--- src/rtl/ex_muldiv_pkg.sv ---
// +--------------------------------------------------------------------------+
// | ex_muldiv_pkg : shared encodings for the EX stage and mul/div unit  r1.0 |
// +--------------------------------------------------------------------------+
`default_nettype none

package ex_muldiv_pkg;

  typedef enum logic [1:0] {
    MD_MULT  = 2'b00,
    MD_MULTU = 2'b01,
    MD_DIV   = 2'b10,
    MD_DIVU  = 2'b11
  } md_op_e;

  typedef enum logic [1:0] {
    MD_IDLE = 2'd0,
    MD_BUSY = 2'd1,
    MD_DONE = 2'd2
  } md_state_e;

  localparam logic [1:0] HILO_HI = 2'b01;
  localparam logic [1:0] HILO_LO = 2'b10;

  localparam logic [4:0] ALU_ADD  = 5'd0;
  localparam logic [4:0] ALU_SUB  = 5'd1;
  localparam logic [4:0] ALU_AND  = 5'd2;
  localparam logic [4:0] ALU_OR   = 5'd3;
  localparam logic [4:0] ALU_XOR  = 5'd4;
  localparam logic [4:0] ALU_NOR  = 5'd5;
  localparam logic [4:0] ALU_SLT  = 5'd6;
  localparam logic [4:0] ALU_SLTU = 5'd7;
  localparam logic [4:0] ALU_SLL  = 5'd8;
  localparam logic [4:0] ALU_SRL  = 5'd9;
  localparam logic [4:0] ALU_SRA  = 5'd10;
  localparam logic [4:0] ALU_LUI  = 5'd11;

  function automatic logic md_is_signed(input md_op_e op);
    return ~op[0];
  endfunction

endpackage

`default_nettype wire

--- src/rtl/ex_alu.sv ---
// +--------------------------------------------------------------------------+
// | ex_alu : combinational ALU; shifts take B by the low bits of A      r1.0 |
// +--------------------------------------------------------------------------+
`default_nettype none

module ex_alu
  import ex_muldiv_pkg::*;
#(
  parameter int DATA_W = 32
) (
  input  logic [DATA_W-1:0] a_i,
  input  logic [DATA_W-1:0] b_i,
  input  logic [4:0]        code_i,
  output logic [DATA_W-1:0] result_o
);

  localparam int SH_W = $clog2(DATA_W);

  logic [SH_W-1:0] shamt;
  assign shamt = a_i[SH_W-1:0];

  always_comb begin
    result_o = '0;
    case (code_i)
      ALU_ADD:  result_o = a_i + b_i;
      ALU_SUB:  result_o = a_i - b_i;
      ALU_AND:  result_o = a_i & b_i;
      ALU_OR:   result_o = a_i | b_i;
      ALU_XOR:  result_o = a_i ^ b_i;
      ALU_NOR:  result_o = ~(a_i | b_i);
      ALU_SLT:  result_o = {{(DATA_W-1){1'b0}}, ($signed(a_i) < $signed(b_i))};
      ALU_SLTU: result_o = {{(DATA_W-1){1'b0}}, (a_i < b_i)};
      ALU_SLL:  result_o = b_i << shamt;
      ALU_SRL:  result_o = b_i >> shamt;
      ALU_SRA:  result_o = $signed(b_i) >>> shamt;
      ALU_LUI:  result_o = {b_i[DATA_W/2-1:0], {(DATA_W/2){1'b0}}};
      default:  result_o = '0;
    endcase
  end

endmodule

`default_nettype wire

--- src/rtl/ex_muldiv_stage_muldiv_iter.sv ---
// +--------------------------------------------------------------------------+
// | muldiv_iter : iterative shift-add multiply / restoring divide, HI/LO r1.0 |
// +--------------------------------------------------------------------------+
`default_nettype none

module muldiv_iter
  import ex_muldiv_pkg::*;
#(
  parameter int DATA_W = 32
) (
  input  logic              clk_i,
  input  logic              rst_i,
  input  logic              start_i,
  input  md_op_e            op_i,
  input  logic [DATA_W-1:0] a_i,
  input  logic [DATA_W-1:0] b_i,
  input  logic              hi_we_i,
  input  logic              lo_we_i,
  input  logic [DATA_W-1:0] wdata_i,
  output logic              busy_o,
  output logic [DATA_W-1:0] hi_o,
  output logic [DATA_W-1:0] lo_o
);

  localparam int CNT_W = $clog2(DATA_W + 1);

  md_state_e             state_q, state_d;
  logic [2*DATA_W-1:0]   acc_q, acc_d;
  logic [DATA_W-1:0]     a_q, a_d, mag_b_q, mag_b_d, hi_q, hi_d, lo_q, lo_d;
  logic                  sa_q, sa_d, sb_q, sb_d, is_div_q, is_div_d;
  logic [CNT_W-1:0]      cnt_q, cnt_d;

  logic                  sa, sb;
  logic [DATA_W-1:0]     mag_a, mag_b;
  logic [DATA_W:0]       mul_sum, div_shift, div_sub;
  logic                  div_ge;
  logic [2*DATA_W-1:0]   mul_next, div_next;

  assign sa    = md_is_signed(op_i) & a_i[DATA_W-1];
  assign sb    = md_is_signed(op_i) & b_i[DATA_W-1];
  assign mag_a = sa ? -a_i : a_i;
  assign mag_b = sb ? -b_i : b_i;

  // Accumulator holds {partial product | multiplier} or {remainder | dividend/quotient}.
  assign mul_sum   = {1'b0, acc_q[2*DATA_W-1:DATA_W]}
                   + ({1'b0, mag_b_q} & {(DATA_W+1){acc_q[0]}});
  assign mul_next  = {mul_sum, acc_q[DATA_W-1:1]};
  assign div_shift = acc_q[2*DATA_W-1:DATA_W-1];
  assign div_ge    = div_shift >= {1'b0, mag_b_q};
  assign div_sub   = div_ge ? (div_shift - {1'b0, mag_b_q}) : div_shift;
  assign div_next  = {div_sub[DATA_W-1:0], acc_q[DATA_W-2:0], div_ge};

  always_comb begin
    state_d  = state_q;
    acc_d    = acc_q;
    a_d      = a_q;
    mag_b_d  = mag_b_q;
    hi_d     = hi_q;
    lo_d     = lo_q;
    sa_d     = sa_q;
    sb_d     = sb_q;
    is_div_d = is_div_q;
    cnt_d    = cnt_q;
    case (state_q)
      MD_IDLE: begin
        if (start_i) begin
          state_d  = MD_BUSY;
          a_d      = a_i;
          mag_b_d  = mag_b;
          acc_d    = {{DATA_W{1'b0}}, mag_a};
          sa_d     = sa;
          sb_d     = sb;
          is_div_d = op_i[1];
          cnt_d    = CNT_W'(DATA_W);
        end else begin
          if (hi_we_i) hi_d = wdata_i;
          if (lo_we_i) lo_d = wdata_i;
        end
      end
      MD_BUSY: begin
        acc_d = is_div_q ? div_next : mul_next;
        cnt_d = cnt_q - CNT_W'(1);
        if (cnt_q == CNT_W'(1)) state_d = MD_DONE;
      end
      MD_DONE: begin
        state_d = MD_IDLE;
        if (!is_div_q) begin
          {hi_d, lo_d} = (sa_q ^ sb_q) ? -acc_q : acc_q;
        end else if (mag_b_q == '0) begin
          hi_d = a_q;
          lo_d = '1;
        end else begin
          lo_d = (sa_q ^ sb_q) ? -acc_q[DATA_W-1:0] : acc_q[DATA_W-1:0];
          hi_d = sa_q ? -acc_q[2*DATA_W-1:DATA_W] : acc_q[2*DATA_W-1:DATA_W];
        end
      end
      default: state_d = MD_IDLE;
    endcase
  end

  always_ff @(posedge clk_i) begin
    if (rst_i) begin
      state_q  <= MD_IDLE;
      acc_q    <= '0;
      a_q      <= '0;
      mag_b_q  <= '0;
      hi_q     <= '0;
      lo_q     <= '0;
      sa_q     <= 1'b0;
      sb_q     <= 1'b0;
      is_div_q <= 1'b0;
      cnt_q    <= '0;
    end else begin
      state_q  <= state_d;
      acc_q    <= acc_d;
      a_q      <= a_d;
      mag_b_q  <= mag_b_d;
      hi_q     <= hi_d;
      lo_q     <= lo_d;
      sa_q     <= sa_d;
      sb_q     <= sb_d;
      is_div_q <= is_div_d;
      cnt_q    <= cnt_d;
    end
  end

  assign busy_o = (state_q != MD_IDLE);
  assign hi_o   = hi_q;
  assign lo_o   = lo_q;

endmodule

`default_nettype wire

--- src/rtl/ex_muldiv_stage.sv ---
// +--------------------------------------------------------------------------+
// | ex_muldiv_stage : EX stage with forwarding, ALU, mul/div and HI/LO  r1.0 |
// +--------------------------------------------------------------------------+
`default_nettype none

module ex_muldiv_stage
  import ex_muldiv_pkg::*;
#(
  parameter int DATA_W = 32,
  parameter int REG_AW = 5
) (
  input  logic              clk,
  input  logic              reset,
  input  logic              RegDst_ex,
  input  logic              ALUSrcA_ex,
  input  logic              ALUSrcB_ex,
  input  logic [4:0]        ALUCode_ex,
  input  logic [DATA_W-1:0] Imm_ex,
  input  logic [DATA_W-1:0] Sa_ex,
  input  logic [REG_AW-1:0] RsAddr_ex,
  input  logic [REG_AW-1:0] RtAddr_ex,
  input  logic [REG_AW-1:0] RdAddr_ex,
  input  logic [DATA_W-1:0] RsData_ex,
  input  logic [DATA_W-1:0] RtData_ex,
  input  logic [DATA_W-1:0] ALUResult_mem,
  input  logic [DATA_W-1:0] RegWriteData_wb,
  input  logic [REG_AW-1:0] RegWriteAddr_mem,
  input  logic [REG_AW-1:0] RegWriteAddr_wb,
  input  logic              RegWrite_mem,
  input  logic              RegWrite_wb,
  input  logic              MdStart_ex,
  input  logic [1:0]        MdOp_ex,
  input  logic [1:0]        HiLoRead_ex,
  input  logic [1:0]        HiLoWrite_ex,
  output logic [REG_AW-1:0] RegWriteAddr_ex,
  output logic [DATA_W-1:0] ALUResult_ex,
  output logic [DATA_W-1:0] MemWriteData_ex,
  output logic [DATA_W-1:0] ALU_A,
  output logic [DATA_W-1:0] ALU_B,
  output logic              Stall_ex,
  output logic [DATA_W-1:0] Hi,
  output logic [DATA_W-1:0] Lo
);

  logic [DATA_W-1:0] fwd_a, fwd_b, alu_y;
  logic              mem_fwd_ok, wb_fwd_ok, md_busy, hazard_op;

  assign mem_fwd_ok = RegWrite_mem && (RegWriteAddr_mem != '0);
  assign wb_fwd_ok  = RegWrite_wb && (RegWriteAddr_wb != '0);

  // MEM is the younger producer, so it wins over WB.
  always_comb begin
    fwd_a = RsData_ex;
    if (mem_fwd_ok && (RegWriteAddr_mem == RsAddr_ex))     fwd_a = ALUResult_mem;
    else if (wb_fwd_ok && (RegWriteAddr_wb == RsAddr_ex))  fwd_a = RegWriteData_wb;
  end

  always_comb begin
    fwd_b = RtData_ex;
    if (mem_fwd_ok && (RegWriteAddr_mem == RtAddr_ex))     fwd_b = ALUResult_mem;
    else if (wb_fwd_ok && (RegWriteAddr_wb == RtAddr_ex))  fwd_b = RegWriteData_wb;
  end

  assign ALU_A           = ALUSrcA_ex ? Sa_ex : fwd_a;
  assign ALU_B           = ALUSrcB_ex ? Imm_ex : fwd_b;
  assign MemWriteData_ex = fwd_b;
  assign RegWriteAddr_ex = RegDst_ex ? RdAddr_ex : RtAddr_ex;

  ex_alu #(.DATA_W(DATA_W)) u_alu (
    .a_i      (ALU_A),
    .b_i      (ALU_B),
    .code_i   (ALUCode_ex),
    .result_o (alu_y)
  );

  muldiv_iter #(.DATA_W(DATA_W)) u_muldiv (
    .clk_i   (clk),
    .rst_i   (reset),
    .start_i (MdStart_ex),
    .op_i    (md_op_e'(MdOp_ex)),
    .a_i     (fwd_a),
    .b_i     (fwd_b),
    .hi_we_i (HiLoWrite_ex == HILO_HI),
    .lo_we_i (HiLoWrite_ex == HILO_LO),
    .wdata_i (fwd_a),
    .busy_o  (md_busy),
    .hi_o    (Hi),
    .lo_o    (Lo)
  );

  assign hazard_op = MdStart_ex | (|HiLoRead_ex) | (|HiLoWrite_ex);
  assign Stall_ex  = hazard_op & md_busy;

  always_comb begin
    ALUResult_ex = alu_y;
    if (HiLoRead_ex == HILO_HI)      ALUResult_ex = Hi;
    else if (HiLoRead_ex == HILO_LO) ALUResult_ex = Lo;
  end

endmodule

`default_nettype wire

--- config.mk ---
export PLATFORM = sky130hd
export DESIGN_NAME = ex_muldiv_stage
export DESIGN_NICKNAME = d
export VERILOG_FILES = /design/src/rtl/ex_muldiv_pkg.sv /design/src/rtl/ex_alu.sv /design/src/rtl/ex_muldiv_stage_muldiv_iter.sv /design/src/rtl/ex_muldiv_stage.sv
export SDC_FILE = /design/constraint.sdc
export NUM_CORES = 2
export LEC_CHECK = 0
export ABC_CLOCK_PERIOD_IN_PS = 11600
export CORE_UTILIZATION = 45
export DETAILED_ROUTE_END_ITERATION = 16
export HOLD_SLACK_MARGIN = 0.06
export PLACE_DENSITY = 0.71
export SLEW_MARGIN = 20
export SYNTH_ARGS = -nofsm -noshare
export SYNTH_HDL_FRONTEND = slang
export SYNTH_HIERARCHICAL = 1
export SYNTH_SLANG_ARGS = --single-unit
--- constraint.sdc ---
create_clock -name clk -period 11.6 [get_ports clk]
set_input_delay 2.9 -clock clk [delete_from_list [all_inputs] [get_ports clk]]
set_output_delay 2.9 -clock clk [all_outputs]
set_load 0.1 [all_outputs]
* Word level (Yosys, flattened, before mapping)
Index checks and enable logic that the tools add are counted.
** Storage, ports and cells
- Register bits :: 203
- Logic and storage cells :: 120
** Operators by class
- Add/sub/neg operators :: 10
- Bitwise operators :: 12
- Reduce and logical (&&, ||, !) cells :: 21
- Shift operators :: 3
- Order comparisons :: 3
- Eq/ne operators :: 27
- Muxes and demuxes :: 34
** Operator list (number)
- $mux W32 :: 21
- $pmux W32 S12 :: 1
- $mux W64 :: 3
- $neg A32 Y32 :: 4
- $pmux W32 S2 :: 2
- $pmux W64 S2 :: 1
- $lt A32 B32 Y1 :: 2
- $neg A64 Y64 :: 1
- $sub A32 B32 Y32 :: 2
- $add A32 B33 Y33 :: 1
- $and A32 B33 Y33 :: 1
- $ge A33 B32 Y1 :: 1
- $add A32 B32 Y32 :: 1
- $and A32 B32 Y32 :: 1
- $logic_not A32 Y1 :: 1
- $not A32 Y32 :: 1
- $or A32 B32 Y32 :: 1
- $shl A32 B5 Y32 :: 1
- $shr A32 B5 Y32 :: 1
- $sshr A32 B5 Y32 :: 1
- $xor A32 B32 Y32 :: 1
- $eq A5 B3 Y1 const B :: 4
- $eq A5 B4 Y1 const B :: 4
- $eq A5 B5 Y1 :: 4
- other kinds (25) :: 49

* Longest topological paths before layout
- Word-level depth :: 11
- Gate-level depth with buffers :: 26

* By module
The synthesis kept the hierarchy.
** Modules (own cells, without submodules)
- muldiv_iter :: times used 1, cells an instance 2187, area an instance 16181.8 sq um
- ex_alu :: times used 1, cells an instance 1315, area an instance 8354.3 sq um
- ex_muldiv_stage :: times used 1, cells an instance 646, area an instance 4101.4 sq um

* Least setup slack after synthesis
OpenSTA, ideal clock, no wires.
- Path type :: input to output
- Start :: in RegWriteAddr_wb[0]
- End :: out ALUResult_ex[26]
- Stages :: 21
- Setup slack :: -2.896 ns
- Arrival time :: 11.596 ns
- Buffers on the path :: 1
- Cells stage by stage :: or4_4 > a21bo_1 > nand3_2 > buf_4 > mux2i_1 > a221oi_1 > inv_1 > ha_1 > o21ba_2 > or2_4 > a2111oi_4 > a211oi_1 > o41a_1 > o41ai_4 > a221o_1 > a211oi_1 > o221a_1 > o21ai_1 > nor2b_1 > a211oi_1 > a21oi_1
** On the way
- Elaborated cells on any way between the ends :: 24
- Classes of those cells :: 2 x add/sub; 2 x eq/ne; 3 x shift; 9 x mux; 4 x bitwise; 4 x reduce/logical
** RTL lines
- start, declared :: RTL line ex_muldiv_stage.sv:28 : input logic [REG_AW-1:0] RegWriteAddr_wb,
- $reduce_bool A5 Y1 :: RTL line ex_muldiv_stage.sv:49 : assign wb_fwd_ok = RegWrite_wb && (RegWriteAddr_wb != '0);
- $logic_and A1 B1 Y1 :: RTL line ex_muldiv_stage.sv:49
- $logic_and A1 B1 Y1 * :: RTL line ex_muldiv_stage.sv:61 : else if (wb_fwd_ok && (RegWriteAddr_wb == RtAddr_ex)) fwd_b = RegWriteData_wb;
- $mux W32 * :: RTL line ex_muldiv_stage.sv:61
- $mux W32 * :: RTL line ex_muldiv_stage.sv:60 : if (mem_fwd_ok && (RegWriteAddr_mem == RtAddr_ex)) fwd_b = ALUResult_mem;
- $mux W32 * :: RTL line ex_muldiv_stage.sv:65 : assign ALU_B = ALUSrcB_ex ? Imm_ex : fwd_b;
- via ALU_B[2] :: RTL line ex_muldiv_stage.sv:39 : output logic [DATA_W-1:0] ALU_B,
- $sub A32 B32 Y32, or another cell as far along :: RTL line ex_alu.sv:26 : ALU_SUB: result_o = a_i - b_i;
- $pmux W32 S12 * :: RTL line ex_alu.sv:24 : case (code_i)
- via alu_y[26] :: RTL line ex_muldiv_stage.sv:45 : logic [DATA_W-1:0] fwd_a, fwd_b, alu_y;
- $mux W32 * :: RTL line ex_muldiv_stage.sv:97 : else if (HiLoRead_ex == HILO_LO) ALUResult_ex = Lo;
- $mux W32 * :: RTL line ex_muldiv_stage.sv:96 : if (HiLoRead_ex == HILO_HI) ALUResult_ex = Hi;
- end, declared :: RTL line ex_muldiv_stage.sv:36 : output logic [DATA_W-1:0] ALUResult_ex,
Mark *: on every way through the listed nets, which the timed path passes. The rest lies on a longest branch.

* Worst setup path after layout
- Start :: in RegWrite_wb
- End :: out ALUResult_ex[30]
** On the way
- Elaborated cells on any way between the ends :: 21
- Classes of those cells :: 2 x add/sub; 3 x shift; 9 x mux; 4 x bitwise; 3 x reduce/logical
** RTL lines
- start, declared :: RTL line ex_muldiv_stage.sv:30 : input logic RegWrite_wb,
- $logic_and A1 B1 Y1 * :: RTL line ex_muldiv_stage.sv:49
- $logic_and A1 B1 Y1 * :: RTL line ex_muldiv_stage.sv:55 : else if (wb_fwd_ok && (RegWriteAddr_wb == RsAddr_ex)) fwd_a = RegWriteData_wb;
- $mux W32 * :: RTL line ex_muldiv_stage.sv:55
- $mux W32 * :: RTL line ex_muldiv_stage.sv:54 : if (mem_fwd_ok && (RegWriteAddr_mem == RsAddr_ex)) fwd_a = ALUResult_mem;
- via fwd_a[8] :: RTL line ex_muldiv_stage.sv:45
- $mux W32 * :: RTL line ex_muldiv_stage.sv:64 : assign ALU_A = ALUSrcA_ex ? Sa_ex : fwd_a;
- $sub A32 B32 Y32 / $add A32 B32 Y32 (equally long branches) :: RTL line ex_alu.sv:26, ex_alu.sv:25
- $pmux W32 S12 * :: RTL line ex_alu.sv:24
- via alu_y[30] :: RTL line ex_muldiv_stage.sv:45
- $mux W32 * :: RTL line ex_muldiv_stage.sv:97
- $mux W32 * :: RTL line ex_muldiv_stage.sv:96
Marks and branches as above.

==> summary.md <==
| Metric | Value |
|---|---|
| Routed len/inst | `28.64 um` |
| Synthesis-stage register bit count | `203` |
| F_max | `86.48 MHz` |
| Cell Area, Synth | `28640 um2` |
| Max_slew headroom | `17.65%` |
| Clk_skew | `0.01293 ns` |
| Vias per inst | `6.594` |
| Port buffer count | `433` |
| Critical Path Source Type | `primary input` |
| Largest net degree at the start of global routing | `93` |
| Logic gate share of total power | `60.7%` |
| Initial antenna violation count | `12` |
| Crit. End Element | `output pin` |
| Pint | `2.100 mW` |
| Crit share post-route | `99.68%` |
| Total wire length | `160.4 mm` |
| Commonest cells after routing, fill and taps aside | `buf_4, nor2_1, nand2_1, a21oi_1, clkdlybuf4s50_1` |
| Max FO, Critical Path | `21` |
| Unrepaired setup endpoints after global routing | `yes` |
| CP max stage delay | `0.53 ns` |
| Fillers | `5838` |
| DRT iter0 DRCs | `4765` |
| Die Area | `64650 um2` |
| Utilization after layout | `61.29%` |
| Total power | `4.151 mW` |
| Top delay family on crit path | `compound AO/OA/AOI/OAI gates` |
| CP bufs+invs | `8` |
| Reg area | `4068 um2` |
| Fin. max-slew vios | `0` |
| Syn nets | `4555` |
| Clock sinks | `203` |
| Most frequent CP cell | `buf_4` |
| Crit path time final | `11.56 ns` |
| Slowest-stage cell, CP | `clkdlybuf4s50_1` |
| Crit path kind | `primary input to output pin` |
| Hpwl dp | `127.1 mm` |
| Vias in the first global route | `33397` |
| Pwr/cell area | `107.6 nW/um2` |
| Final setup violation count | `0` |
| Endpoints failing hold | `0` |
| Crit path DAT | `8.66 ns` |
| Row count | `92` |
| Clk Latency, worst-skew pair | `0.56 ns` |
| CTS Buf Count | `25` |
| Avg Cell Area, Syn | `6.904 um2` |
| CTS tree | `yes` |
| Sequential share of power | `19.9%` |
| Worst Path Required | `8.70 ns` |
| Area of the multi-input gates | `23650 um2` |
| Core footprint | `62970 um2` |
| Peak supply drop | `0.09740 mV` |
| Most common cell after layout, fill and taps aside | `buf_4` |
| Routed Antenna Nets | `0` |
| Share of cells above drive strength 1 | `18.79%` |
| Share of async-settable or async-resettable flops after synthesis | `0%` |
| Hold WC Path Type | `flop to flop` |
| Tightest Pin Transition | `1.233 ns` |
| Clk pwr share | `19.3%` |
| Switching pwr | `2.052 mW` |
| Mapped Cells | `4148` |
| Residual DRC | `0` |
| Clock Tree Root | `clkbuf_16` |
| Area grow syn2layout | `34.75%` |
| Die span in y | `254.3 um` |
| Number of flops mapped to enable cells by yosys | `0` |
| Synth unique cells | `106` |
| First-pass GRT wire length | `227.9 mm` |
| Nets | `5133` |
| Switching share of power | `49.42%` |
| Initial Utilization | `45.48%` |
| Max Cap Viol | `0` |
| Sequential fraction of the synthesis area | `14.19%` |
| Width of the die | `254.3 um` |
| Ports | `434` |
| Worst hold slack | `0.4593 ns` |
| Clock slew at reported path FFs | `0.06 ns` |
| Hold buffer count at CTS | `0` |
| Pre-Repair DR Iteration Count | `7` |
| H-tree Lvls | `1` |
| Status | `finished, final reports clean` |
| Clock buffer depth | `3` |
| Gr ovfl total | `0` |
| Total GRT Usage | `47.62%` |
| Leak Pwr | `15.49 nW` |
| Yosys warns | `6` |
| GPL Wtd Cong | `1.116` |
| Post-synth top flop | `dfxtp_1` |
| Via count of the routed design | `36924` |
-- Yosys cell counts (all sizes together) (48+ instances only) --
master | instances | share of area (%)
nor2 | 436 | 5.7
nand2 | 399 | 5.2
mux2 | 52 | 2.0
nand2b | 48 | 1.0
o211ai | 50 | 1.4
a221oi | 54 | 2.0
clkbuf | 270 | 3.5
a21oi | 405 | 7.1
or3 | 53 | 1.2
mux2i | 150 | 5.2
xnor2 | 123 | 3.8
xor2 | 82 | 2.5
inv | 207 | 2.7
nor3 | 123 | 2.1
nor2b | 63 | 1.4
o21ai | 271 | 4.7
a31oi | 89 | 1.9
nand3 | 69 | 1.2
buf | 77 | 1.4
ha | 167 | 7.3
a211oi | 157 | 4.1
dfxtp | 203 | 14
-- registers in the layout (all words and copies together), names as in the netlist --
name / cells
u_muldiv/sb_q: 1
u_muldiv/cnt_q: 6
u_muldiv/hi_o: 32
u_muldiv/lo_o: 32
u_muldiv/mag_b_q: 32
u_muldiv/a_q: 32
u_muldiv/sa_q: 1
u_muldiv/acc_q: 64
u_muldiv/state_q: 2
u_muldiv/is_div_q: 1
-- worst register-to-register path: cells and delay by family (launching register included) --
kind | cells | cell delay [ns]
DFF | 1 | 0.39
and+or+nand+nor | 4 | 2.26
xor gates and xnor gates | 1 | 0.18
AOI/OAI and AO/OA | 4 | 1.24
-- worst paths after layout --
| path | cells past startpoint | to | slack (ns) | start |
|---|---|---|---|---|
| min reg2reg | 2 | u_muldiv/a_q[26] | 0.46 | u_muldiv/a_q[26] |
| min | 2 | u_muldiv/a_q[26] | 0.46 | u_muldiv/a_q[26] |
| max reg2reg | 9 | u_muldiv/hi_o[19] | 7.45 | u_muldiv/acc_q[8] |
| max | 26 | ALUResult_ex[30] | 0.04 | RegWrite_wb |
-- power by group through the flow --
stage	Sequential (mW)	Combinational, mW	Clock (mW)
5_1_grt	0.833	2.62	0.829
2_1_floorplan	0.866	1.44	0
3_3_place_gp	0.837	2.37	0
4_1_cts	0.823	2.42	0.798
6_report	0.828	2.52	0.802
3_5_place_dp	0.838	2.38	0
-- what timing repair did --
action,in CTS,in global routing
pin swaps,47,31
gates resized for setup,114,73
setup buffers,27,14
endpoints found under the setup margin,17,17
gates cloned,0,0
-- cells by family (layout without fill, tap and decap cells) --
family | count (synthesis) | after routing | synth area share [%]
AND/OR/NAND/NOR | 1375 | 1375 | 22.55
XOR/XNOR | 205 | 205 | 6.270
AO/OA/AOI/OAI | 1414 | 1414 | 32.69
adder cells (fa/ha/maj) | 171 | 171 | 7.576
multiplexers | 225 | 225 | 9.096
flip-flops | 203 | 203 | 14.19
buffers and inverters | 555 | 1150 | 7.633
other | 0 | 11 | 0
-- metrics by stage --
stage | TNS, ns | instances | area (um2) | setup slack (ns)
CTS | 0 | 5578 | 38190 | 0.0007807
floorplan | -2.742 | 4148 | 29250 | -0.4948
detailed placement | -3.434 | 5507 | 36840 | -0.3742
global route | -0.2061 | 5592 | 38570 | -0.07732
global placement | -2.074 | 5507 | 36840 | -0.3404
finish | 0 | 5600 | 38590 | 0.03722
-- layout make-up --
| type | count | area share, % |
|---|---|---|
| inverter | 208 | 2.043 |
| multi-input combinational | 3390 | 61.29 |
| tap | 846 | 2.743 |
| timing repair buffer | 898 | 21.21 |
| antenna | 11 | 0.07133 |
| clock inverter | 10 | 0.2367 |
| clock buffer | 34 | 1.864 |
| sequential | 203 | 10.54 |
-- per-layer routing --
| metal | wire length, um | global-route usage [%] | vias to the layer above |
|---|---|---|---|
| met1 | 61200 | 59.94 | 17498 |
| met5 | 107 | 0 | - |
| li1 | - | - | 16398 |
| met3 | 19270 | 12.77 | 511 |
| met2 | 68590 | 72.40 | 2503 |
| met4 | 11210 | 28.66 | 14 |
No activity file was read; power rests on OpenSTA's default activity.
